### config.mk
export PLATFORM = sky130hd
export DESIGN_NAME = program_loader
export DESIGN_NICKNAME = d
export VERILOG_FILES = /design/src/rtl/program_loader.sv
export SDC_FILE = /design/constraint.sdc
export NUM_CORES = 1
export LEC_CHECK = 0
export ABC_AREA = 1
export CAP_MARGIN = 20
export CORE_MARGIN = 2
export CORE_UTILIZATION = 52
export DETAILED_ROUTE_END_ITERATION = 8
export GPL_TIMING_DRIVEN = 1
export PLACE_DENSITY = 0.86
export SLEW_MARGIN = 20
export SYNTH_ARGS = -nofsm -noshare
export SYNTH_HDL_FRONTEND = slang
export SYNTH_SLANG_ARGS = --single-unit
### constraint.sdc
create_clock -name clk -period 1.6 [get_ports clk]
set_input_delay 0.32 -clock clk [delete_from_list [all_inputs] [get_ports clk]]
set_output_delay 0.32 -clock clk [all_outputs]
set_load 0.03 [all_outputs]
### src/rtl/program_loader.sv
// program_loader: byte-stream loader that fills the MC14500B instruction ROM.
// Latency: LO byte accepted at edge k -> one-cycle ROM write strobe in cycle k..k+1; FIN follows the last word.
// Backpressure: in_ready drops only in WR and FIN; otherwise the loader waits indefinitely for in_valid.
//
// Ports:
//   clk, rst                    single rising-edge clock, synchronous active-high reset
//   in_data/in_valid/in_ready   framed byte stream (START, LEN, {HI, LO} x count [, CSUM])
//   program_write/cmd/addr      ROM write port; cmd/addr hold their last values outside WR
//   core_rst                    holds the core in reset until a load completes successfully
//   busy, done, error           frame in progress, one-cycle success pulse, sticky error
//
// Optional feature: define PROGRAM_LOADER_CHECKSUM_EN to expect a trailing XOR checksum
// byte (covering LEN and every HI/LO byte) after the last word.

module program_loader #(
  parameter int         ADDR  = 8,
  parameter int         CODE  = 4,
  parameter int         WORD  = ADDR + CODE,
  parameter logic [7:0] START = 8'hA5
) (
  input  logic            clk,
  input  logic            rst,
  input  logic [7:0]      in_data,
  input  logic            in_valid,
  output logic            in_ready,
  output logic            program_write,
  output logic [WORD-1:0] program_cmd,
  output logic [ADDR-1:0] program_addr,
  output logic            core_rst,
  output logic            busy,
  output logic            done,
  output logic            error
);

  localparam logic [2:0] S_IDLE = 3'd0;
  localparam logic [2:0] S_LEN  = 3'd1;
  localparam logic [2:0] S_HI   = 3'd2;
  localparam logic [2:0] S_LO   = 3'd3;
  localparam logic [2:0] S_WR   = 3'd4;
`ifdef PROGRAM_LOADER_CHECKSUM_EN
  localparam logic [2:0] S_CSUM = 3'd5;
`endif
  localparam logic [2:0] S_FIN  = 3'd6;

  // Largest legal word count (2^ADDR), kept 9 bits wide so it also covers ADDR=8.
  localparam logic [8:0] FULL_CNT = 9'd1 << ADDR;

  logic [2:0]      state;
  logic [8:0]      word_cnt;   // number of words in this frame, 1..2^ADDR
  logic [ADDR:0]   word_idx;   // one spare bit so the 2^ADDR-th increment is distinguishable
  logic [WORD-9:0] hi_byte;    // only the HI bits that land in the instruction
`ifdef PROGRAM_LOADER_CHECKSUM_EN
  logic [7:0]      csum;
`endif

  logic            accept;
  logic [8:0]      len_cnt;
  logic            len_oversize;
  logic [ADDR:0]   idx_nxt;
  logic            last_word;

  assign accept        = in_valid && in_ready;
  assign in_ready      = (state != S_WR) && (state != S_FIN);
  assign program_write = (state == S_WR);
  assign busy          = (state != S_IDLE);
  assign done          = (state == S_FIN);

  // LEN==0 encodes a full ROM.
  assign len_cnt      = (in_data == 8'd0) ? FULL_CNT : {1'b0, in_data};
  assign len_oversize = (len_cnt > FULL_CNT);
  assign idx_nxt      = word_idx + {{ADDR{1'b0}}, 1'b1};
  assign last_word    = (9'(idx_nxt) == word_cnt);

  always_ff @(posedge clk) begin
    if (rst) begin
      state        <= S_IDLE;
      word_cnt     <= '0;
      word_idx     <= '0;
      hi_byte      <= '0;
      program_cmd  <= '0;
      program_addr <= '0;
      core_rst     <= 1'b1;
      error        <= 1'b0;
`ifdef PROGRAM_LOADER_CHECKSUM_EN
      csum         <= '0;
`endif
    end else begin
      case (state)
        S_IDLE: begin
          if (accept && (in_data == START)) begin
            state    <= S_LEN;
            core_rst <= 1'b1;
            error    <= 1'b0;
          end
        end
        S_LEN: begin
          if (accept) begin
            if (len_oversize) begin
              // Reject the whole frame before any write; core stays in reset.
              error <= 1'b1;
              state <= S_IDLE;
            end else begin
              word_cnt <= len_cnt;
              word_idx <= '0;
`ifdef PROGRAM_LOADER_CHECKSUM_EN
              csum     <= in_data;
`endif
              state    <= S_HI;
            end
          end
        end
        S_HI: begin
          if (accept) begin
            hi_byte <= in_data[WORD-9:0];
`ifdef PROGRAM_LOADER_CHECKSUM_EN
            csum    <= csum ^ in_data;
`endif
            state   <= S_LO;
          end
        end
        S_LO: begin
          if (accept) begin
            // Latch the write port here so cmd/addr are stable for the whole WR cycle.
            program_cmd  <= {hi_byte, in_data};
            program_addr <= word_idx[ADDR-1:0];
`ifdef PROGRAM_LOADER_CHECKSUM_EN
            csum         <= csum ^ in_data;
`endif
            state        <= S_WR;
          end
        end
        S_WR: begin
          word_idx <= idx_nxt;
          if (last_word) begin
`ifdef PROGRAM_LOADER_CHECKSUM_EN
            state    <= S_CSUM;
`else
            state    <= S_FIN;
            core_rst <= 1'b0;
`endif
          end else begin
            state <= S_HI;
          end
        end
`ifdef PROGRAM_LOADER_CHECKSUM_EN
        S_CSUM: begin
          if (accept) begin
            if (in_data == csum) begin
              state    <= S_FIN;
              core_rst <= 1'b0;
            end else begin
              error <= 1'b1;
              state <= S_IDLE;
            end
          end
        end
`endif
        S_FIN: begin
          state <= S_IDLE;
        end
        default: begin
          state <= S_IDLE;
        end
      endcase
    end
  end

endmodule

# Word level (Yosys, flattened, before mapping)
# Cells that the tools add are included.
classes:
  n_addsub: 1
  n_lt_le_gt_ge: 1
  eq_ne: 16
  mux: 18
  bitwise_logic: 1
  n_reduce_logical: 16
ops:
  columns: ["op", "count"]
  rows:
  - ["$mux W9", 3]
  - ["$pmux W9 S2", 1]
  - ["$mux W3", 5]
  - ["$pmux W3 S5", 1]
  - ["$ne A2 B2 Y1 const B", 6]
  - ["$add A9 B1 Y9 const B", 1]
  - ["$eq A9 B9 Y1", 1]
  - ["$gt A9 B9 Y1 const B", 1]
  - ["$reduce_and A3 Y1", 3]
  - ["$eq A8 B8 Y1 const B", 1]
  - ["$logic_not A8 Y1", 1]
  - ["$reduce_and A4 Y1", 2]
  - ["$eq A3 B2 Y1 const B", 2]
  - ["$eq A3 B3 Y1 const B", 2]
  - ["$ne A3 B3 Y1 const B", 2]
  - ["$reduce_bool A2 Y1", 3]
  - ["$mux W1", 5]
  - ["$pmux W1 S2", 2]
  - ["$reduce_and A2 Y1", 2]
  - ["$eq A3 B1 Y1 const B", 1]
  - ["$logic_and A1 B1 Y1", 3]
  - ["$logic_not A3 Y1", 1]
  - ["$reduce_bool A3 Y1", 1]
  - ["$mux W2", 1]
  - ["2 further kinds", 2]
word_totals:
  register_bits: 47
  out_inout_bits: 26

# Logic depth before layout (Yosys ltp)
# Gate-level depths: netlist (run 1).
depth:
  ltp_word: 6
  ltp_mapped: 13

# Worst setup path before layout (run 1)
# OpenSTA, ideal clock, no wires.
synth_timing:
  kind: "reg-to-reg"
  startpoint: "register state[2]"
  endpoint: "register word_idx[0]"
  setup_time_ns: 0.057
  arrival_ns: 1.431
  t_required_ns: 1.543
  setup_slack_ns: 0.112
  path_stages_with_launch: 8
  path_buffers: 1
  synth_period_minus_slack_ns: 1.488
  cell_sequence: "dfxtp_1 nand2_1 nor2_2 buf_2 inv_1 a21oi_1 o21ai_0 inv_1"
synth_between:
  elab_chain_len: 5
synth_lines:
  columns: ["element", "line_no", "source"]
  rows:
  - ["start, declared", "48", "logic [2:0] state;"]
  - ["start signal, assigned", "76", "state <= S_IDLE;"]
  - ["start signal, assigned", "91", "state <= S_LEN;"]
  - ["start signal, assigned", "101", "state <= S_IDLE;"]
  - ["$ne A3 B3 Y1", "63", "assign in_ready = (state != S_WR) && (state != S_FIN);"]
  - ["$logic_and A1 B1 Y1 *", "63", null]
  - ["via in_ready", "25", "output logic in_ready,"]
  - ["$logic_and A1 B1 Y1 *", "62", "assign accept = in_valid && in_ready;"]
  - ["$ne A2 B2 Y1 (no line) *", null, null]
  - ["$reduce_and A3 Y1 (no line) *", null, null]
  - ["end signal, assigned", "133", "word_idx <= idx_nxt;"]
  - ["end, declared", "50", "logic [ADDR:0] word_idx;"]
# Mark *: on every way through the listed nets, which the timed path passes. The rest lies on a longest branch.
# A chain may end at the register's enable or synchronous reset.

# Final worst setup path (run 1)
layout_timing:
  startpoint: "register state[0]"
  endpoint: "output program_write"
layout_between:
  elab_chain_len: 1
layout_lines:
  columns: ["element", "line_no", "source"]
  rows:
  - ["$eq A3 B3 Y1", "64", "assign program_write = (state == S_WR);"]
  - ["end, declared", "26", "output logic program_write,"]
# No other way between the ends.

==> reports/qor.yml, run 1 <==
grt:
  grt_overflow_total: 0
  track_usage_pct: 25.2
  antenna_found_initial: 0
  grt_pass1_wl_um: 9870
  first_global_vias: 2206
  grt_max_degree: 21
timing:
  fmax_mhz: 623
  finalCriticalPeriod_ns: 1.60
  setup_tns_ns: -0.00395
  fin_crit_sh_pct: 100
  rsz0062_at_grt: "true"
  skew_ns: 0.00696
  max_slew_margin_pct: 71.0
  layout_setup_ws_ns: -0.00395
  setup_violations: 1
  hold_ws_ns: 0.436
  worst_slew_pin_slew_ns: 0.435
  final-hold-violation-count: 0
  drv_slew: 0
clocking:
  insertion_delay_ns: 0.31
  cts.sinks: 47
  root_buffer: "clkbuf_8"
  cts_buffer_depth: 2
  cts_hold_buf: 0
  tritoncts: "done"
  cts_made_buffers: 5
  cts_max_level: 2
  clk_pin_slew_ns: 0.08
routing:
  drt_wl_total_um: 5900
  drc: 0
  wl_per_cell_um: 14.1
  first_iter_violations: 131
  vias: 2290
  viasPerCell: 5.49
  firstDrtPassIters: 5
  ant_nets: 0
cells_and_area:
  fin_nets: 378
  fillers: 295
  drive_above_1_share_pct: 21.3
  syn2layout_area_growth_pct: 32.4
  stdcell_count: 417
  n_antenna_cell: 0
  fin_area_mm2: 0.00293
outcome:
  failed_checks: "setup timing"
  outcome: "finished with violations"
placement:
  placed_cells: 408
  finalWeightedCongestion: 0.922
  placed_cell_area_mm2: 0.00279
  hpwl_um: 4120
  io_buffer_count: 36
synthesis:
  syn-cell-area_mm2: 0.00221
  syn-num-nets: 317
  ys_seq_elements: 47
  synth_area_per_cell_um2: 7.25
  synth-seq-area-share_pct: 42.6
  yosys.area.top_type: "dfxtp_1"
  syn_inst: 305
  ys_warn_count: 0
  synth_cell_types: 32
  synth_area_leaders: "dfxtp_1 43%, nand2_1 11%, a21oi_1 8.8%"
  synth_top_area_share_pct: 42.6
setup_path:
  start_kind: "flop"
  cp_data_arrival_time_ns: 1.28
  crit_type: "flop to primary output"
  cp_slowest_cell: "dfxtp_1"
  path_delay_family: "buffers and inverters"
  worstPathCellList: "inv_2 -> nand2_1 -> nor2_4 -> buf_6 -> buf_4"
  required_ns: 1.28
  max_stage_delay_ns: 0.34
  worstPathMaxFanout: 9
  end_kind: "primary output"
  path_buf_inv: 3
floorplan:
  start_util_pct: 54.5
  fp.dieH_um: 69.2
  die_w_um: 69.2
  coreArea_mm2: 0.00406
  die_area_mm2: 0.00479
  rows: 23
  io_pins: 37
hold_path:
  worstHoldPathType: "flop to flop"
pwr:
  pwr_density_cell_mw_per_mm2: 1240
  ir_drop_mv: 0.787
  p_int_mw: 2.37
  p_total_mw: 3.63
  clockPowerShare_pct: 28.3
  switching_power_mw: 1.26
  pwr-share-comb_pct: 33.7
  power_frac_seq_pct: 38.0
  p_leak_nw: 1.26
  swShare_pct: 34.7
run:
  maxCapViolCount: 0
-- routing by layer --
metal  routed length [um]  GRT usage, %  share of wire [%]
met2                 3020          45.5                 51
met4                  131          9.15                2.2
met3                  333          4.51                5.6
met5                    0             0                  0
met1                 2410          29.6                 41
-- cell usage after synthesis, drive strengths merged --
master,count
nand2,72
dfxtp,47
a21oi,40
nand3,38
inv,31
nor2,31
o21ai,16
clkbuf,9
buf,4
nand4,3
a211oi,2
nor3,2
nor4,2
o21bai,2
and2,1
ha,1
nand3b,1
xnor2,1
xor2,1
xor3,1
-- layout by cell type (no fill, tap or decap) --
cell / instances
clkbuf_1: 1
nor2_1: 23
nor3_1: 1
a211oi_2: 1
dfxtp_1: 42
clkbuf_2: 2
o21bai_2: 1
ha_4: 1
xnor2_1: 1
nand4_1: 3
dfxtp_2: 5
o21bai_4: 1
o21ai_1: 1
a21oi_1: 39
a21oi_2: 1
inv_2: 6
o21ai_2: 1
a211oi_1: 1
nand2_1: 63
nand3_1: 37
nor2_4: 5
inv_1: 25
bufinv_16: 2
xor2_1: 1
xor3_1: 1
nor4_1: 2
nand3b_1: 1
clkdlybuf4s50_1: 10
o21ai_0: 14
nand3_2: 1
nor3_2: 1
dlygate4sd2_1: 22
buf_6: 1
buf_4: 32
clkbuf_8: 5
and2_1: 1
nor2_2: 3
nand2_2: 9
-- final timing paths --
check,start,end,slack [ns],cells past startpoint
max,state[0],program_write,-0.004,5
min,error,error,0.44,2
max reg2reg,state[0],core_rst,-0.004,11
min reg2reg,error,error,0.44,2
-- layout make-up --
class                      instances  area (um^2)  share of cell area (%)
tap                               50         62.6                    2.14
sequential                        47          947                    32.4
timing repair buffer              67          554                    18.9
clock inverter                     2         60.1                    2.05
multi-input combinational        214         1110                    38.1
inverter                          31          116                    3.98
clock buffer                       6         72.6                    2.48
-- power by group through the flow --
stage                     logic [mW]  registers (mW)  clock network (mW)
after detailed placement        1.18            1.39                   0
final                           1.22            1.38                1.03
after floorplan                0.729            1.40                   0
after global placement          1.15            1.38                   0
after global routing            1.34            1.39                1.08
after CTS                       1.20            1.37                1.04
-- through the flow --
step	utilization (%)	worst slack (ns)
after floorplan	-	0.112
after global placement	68.7	-0.0994
after detailed placement	68.7	-0.163
after CTS	71.8	0.00285
after global routing	72.1	-0.0899
final	72.1	-0.00395
-- repair_timing --
item                       in CTS  in global routing
pin swaps                       1                  2
setup endpoints to repair      26                 30
cloned                          0                  0
resized for setup              30                 11
setup buffers                   1                  0
-- sequential cells by signal (all words and copies together) (netlist names) --
signal / cells
program_cmd: 12
word_cnt: 9
word_idx: 9
program_addr: 8
hi_byte: 4
state: 3
core_rst: 1
error: 1
-- tightest hold or removal path: stages, from the launching register on --
cell and delay, ns:
dfxtp_1 0.32, inv_1 0.05, nor2_1 0.03
-- kinds of logic (layout without fill, tap and decap cells) --
group	after synthesis	in the layout	synth area share, %
AOI/OAI and AO/OA	60	60	15.3
xor gates and xnor gates	3	3	1.87
adders and majority gates	1	1	0.566
buffers and inverters	44	106	8.21
DFF	47	47	42.6
and+or+nand+nor	150	150	31.5
(Power assumes the default switching activity.)
==> run 2, diff against run 1 <==
==> constraint.sdc (replaced) <==
create_clock -name clk -period 1.6 [get_ports clk]
set_input_delay 0.32 -clock clk [delete_from_list [all_inputs] [get_ports clk]]
set_output_delay 0.32 -clock clk [all_outputs]
set_load 0.02 [all_outputs]
==> run 2 against run 1 <==
The run now ends clean; largest power group unchanged; sequential cell count unchanged; global-route usage down 1.5 points; critical endpoint is now word_idx[1]; highest routed layer unchanged; die area is the same; hold slack gained 0.0049 ns; largest cell class unchanged.
==> reports/qor.yml, run 2 (synthesized netlist as in run 1, its figures left out) <==
setup_path:
  r2r_setup_slack_ns: 0.03  # +0.03 ns
  required_ns: 1.83  # +0.55 ns
  timing.rr.end: "word_idx[1]"
  cp_data_arrival_time_ns: 1.80  # +0.52 ns
  worstSetupStartpoint: "state[0]"
  start_kind: "flop"
  worstReg2RegStart: "state[0]"
  rr_worst_depth: 7  # -4
  end_kind: "flop"
  crit_type: "flop to flop"
  worstPathMaxFanout: 9  # unchanged
run:
  maxCapViolCount: 0  # unchanged
pwr:
  pwr_density_cell_mw_per_mm2: 1090  # -12%
  p_int_mw: 2.06  # -13%
  p_leak_nw: 1.43  # +13%
  ir_drop_mv: 0.891  # +13%
  power_frac_seq_pct: 42.3  # +4.3 points
  switching_power_mw: 1.22  # -3.2%
  clockPowerShare_pct: 21.5  # -6.8 points
  swShare_pct: 37.1  # +2.5 points
  p_total_mw: 3.28  # -9.6%
  pwr-share-comb_pct: 36.2  # +2.5 points
placement:
  io_buffer_count: 36  # unchanged
  finalWeightedCongestion: 0.894  # -3.1%
  hpwl_um: 4110  # -0.16%
  placed_cells: 408  # unchanged
  dp_slack_ns: -0.220  # -0.0569 ns
clocking:
  cts_max_level: 2  # unchanged
  cts_buffer_depth: 2  # unchanged
  root_buffer: "clkbuf_8"
  clk_pin_slew_ns: 0.08  # about the same
  insertion_delay_ns: 0.31  # about the same
  cts.sinks: 47  # unchanged
  cts_made_buffers: 5  # unchanged
  tritoncts: "done"
cells_and_area:
  final_common_cell: "nand2_1"
  largest_register_ffs: 12  # unchanged
  final_cell_mix: "60 x nand2_1, 42 x dfxtp_1, 39 x a21oi_1, 34 x nand3_1, 28 x buf_4"
  multi_input_area_mm2: 0.00114  # +2.7%
  stdcell_count: 417  # unchanged
  n_antenna_cell: 0  # unchanged
  fillers: 281  # -4.7%
  largest_register: "program_cmd"
  regArea_um2: 952  # +0.53%
  fin_nets: 378  # unchanged
  largest_registers: "program_cmd: 12 flops, word_cnt: 9 flops, word_idx: 9 flops"
  fin_util_pct: 73.9  # +1.8 points
  drive_above_1_share_pct: 22.6  # +1.4 points
  syn2layout_area_growth_pct: 35.7
floorplan:
  fp.dieH_um: 69.2  # unchanged
  die_area_mm2: 0.00479  # unchanged
  rows: 23  # unchanged
  die_w_um: 69.2  # unchanged
  coreArea_mm2: 0.00406  # unchanged
  io_pins: 37  # unchanged
  start_util_pct: 54.5  # unchanged
hold_path:
  whs_endpoint: "error"
  whs_path_depth: 2  # unchanged
  worstHoldPathType: "flop to flop"
  hp-start: "error"
routing:
  ant_nets: 0  # unchanged
  vias: 2232  # -2.5%
  drc: 0  # unchanged
  wl_met2_um: 2830  # -6.4%
  drt_wl_total_um: 5760  # -2.4%
  firstDrtPassIters: 4  # -1
  top_layer: "met4"
  wl_per_cell_um: 13.8  # -2.4%
  met1Wirelength_um: 2520  # +4.6%
  met3WireLength_um: 259  # -22%
  viasPerCell: 5.35  # -2.5%
  first_iter_violations: 113  # -14%
grt:
  grt_overflow_total: 0  # unchanged
  grt_pass1_wl_um: 9260  # -6.2%
  antenna_found_initial: 0  # unchanged
  grt_max_degree: 21  # unchanged
  track_usage_pct: 23.6  # -1.5 points
  first_global_vias: 2077  # -5.8%
timing:
  max_slew_margin_pct: 69.8  # -1.2 points
  setup_violations: 0  # -1
  finalCriticalPeriod_ns: 1.57  # -0.0302 ns
  worst_slew_pin_slew_ns: 0.453  # +0.0179 ns
  fin_crit_sh_pct: 98.4  # -1.9 points
  skew_ns: 0.0119  # +0.00494 ns
  final-hold-violation-count: 0  # unchanged
  layout_setup_ws_ns: 0.0262  # +0.0302 ns
  drv_slew: 0  # unchanged
  hold_ws_ns: 0.440  # +0.00486 ns
  rsz0062_at_grt: "true"
  fmax_mhz: 635  # +1.9%
outcome:
  outcome: "finished, final reports clean"
## run 2: per-layer routing
metal | vias to the layer above | track usage, %
met5 | - | 0
met4 | 0 | 8.93
met3 | 13 | 5.09
met2 | 63 | 40.1
met1 | 1038 | 29.3
li1 | 1118 | -
## run 2: worst max-delay path, stage by stage, from the launching register on
cell     delay (ns)
dfxtp_1        0.39
inv_2          0.05
buf_4          0.15
nor3_2         0.23
nand2_1        0.18
o21ai_2        0.23
nand2_1        0.12
a21oi_1        0.17
## run 2: worst max path at each step
stage,endpoint,slack [ns]
global route,word_idx[1],-0.14
detailed placement,error,-0.22
CTS,program_cmd[6],0.003
global placement,core_rst,-0.1
finish,word_idx[1],0.03
floorplan,core_rst,0.17
## run 2: power groups by stage
stage | combinational (mW) | sequential [mW] | clock [mW]
4_1_cts | 1.10 | 1.37 | 0.711
6_report | 1.19 | 1.39 | 0.705
3_3_place_gp | 1.09 | 1.39 | 0
5_1_grt | 1.30 | 1.40 | 0.760
3_5_place_dp | 1.12 | 1.39 | 0
2_1_floorplan | 0.696 | 1.39 | 0
## run 2: area by class of cell
class	count	area share (%)
inverters	31	3.88
clock buffers	6	2.42
clock inverters	2	0.417
repair buffers	67	21.3
multi-input cells	214	38.1
flip-flops and latches	47	31.7
well taps	50	2.09
## run 2: timing repair
item	4_1_cts	5_1_grt
endpoints found under the setup margin	6	49
hold buffers	0	0
resized for setup	8	42
pin swaps	0	8
setup buffers	0	1
## run 2: metrics by stage
stage	instance area, um^2	TNS [ns]
after floorplan	2210	0
after global placement	2810	-0.516
after detailed placement	2810	-2.62
after CTS	2890	0
after global routing	3000	-0.731
final	3000	0
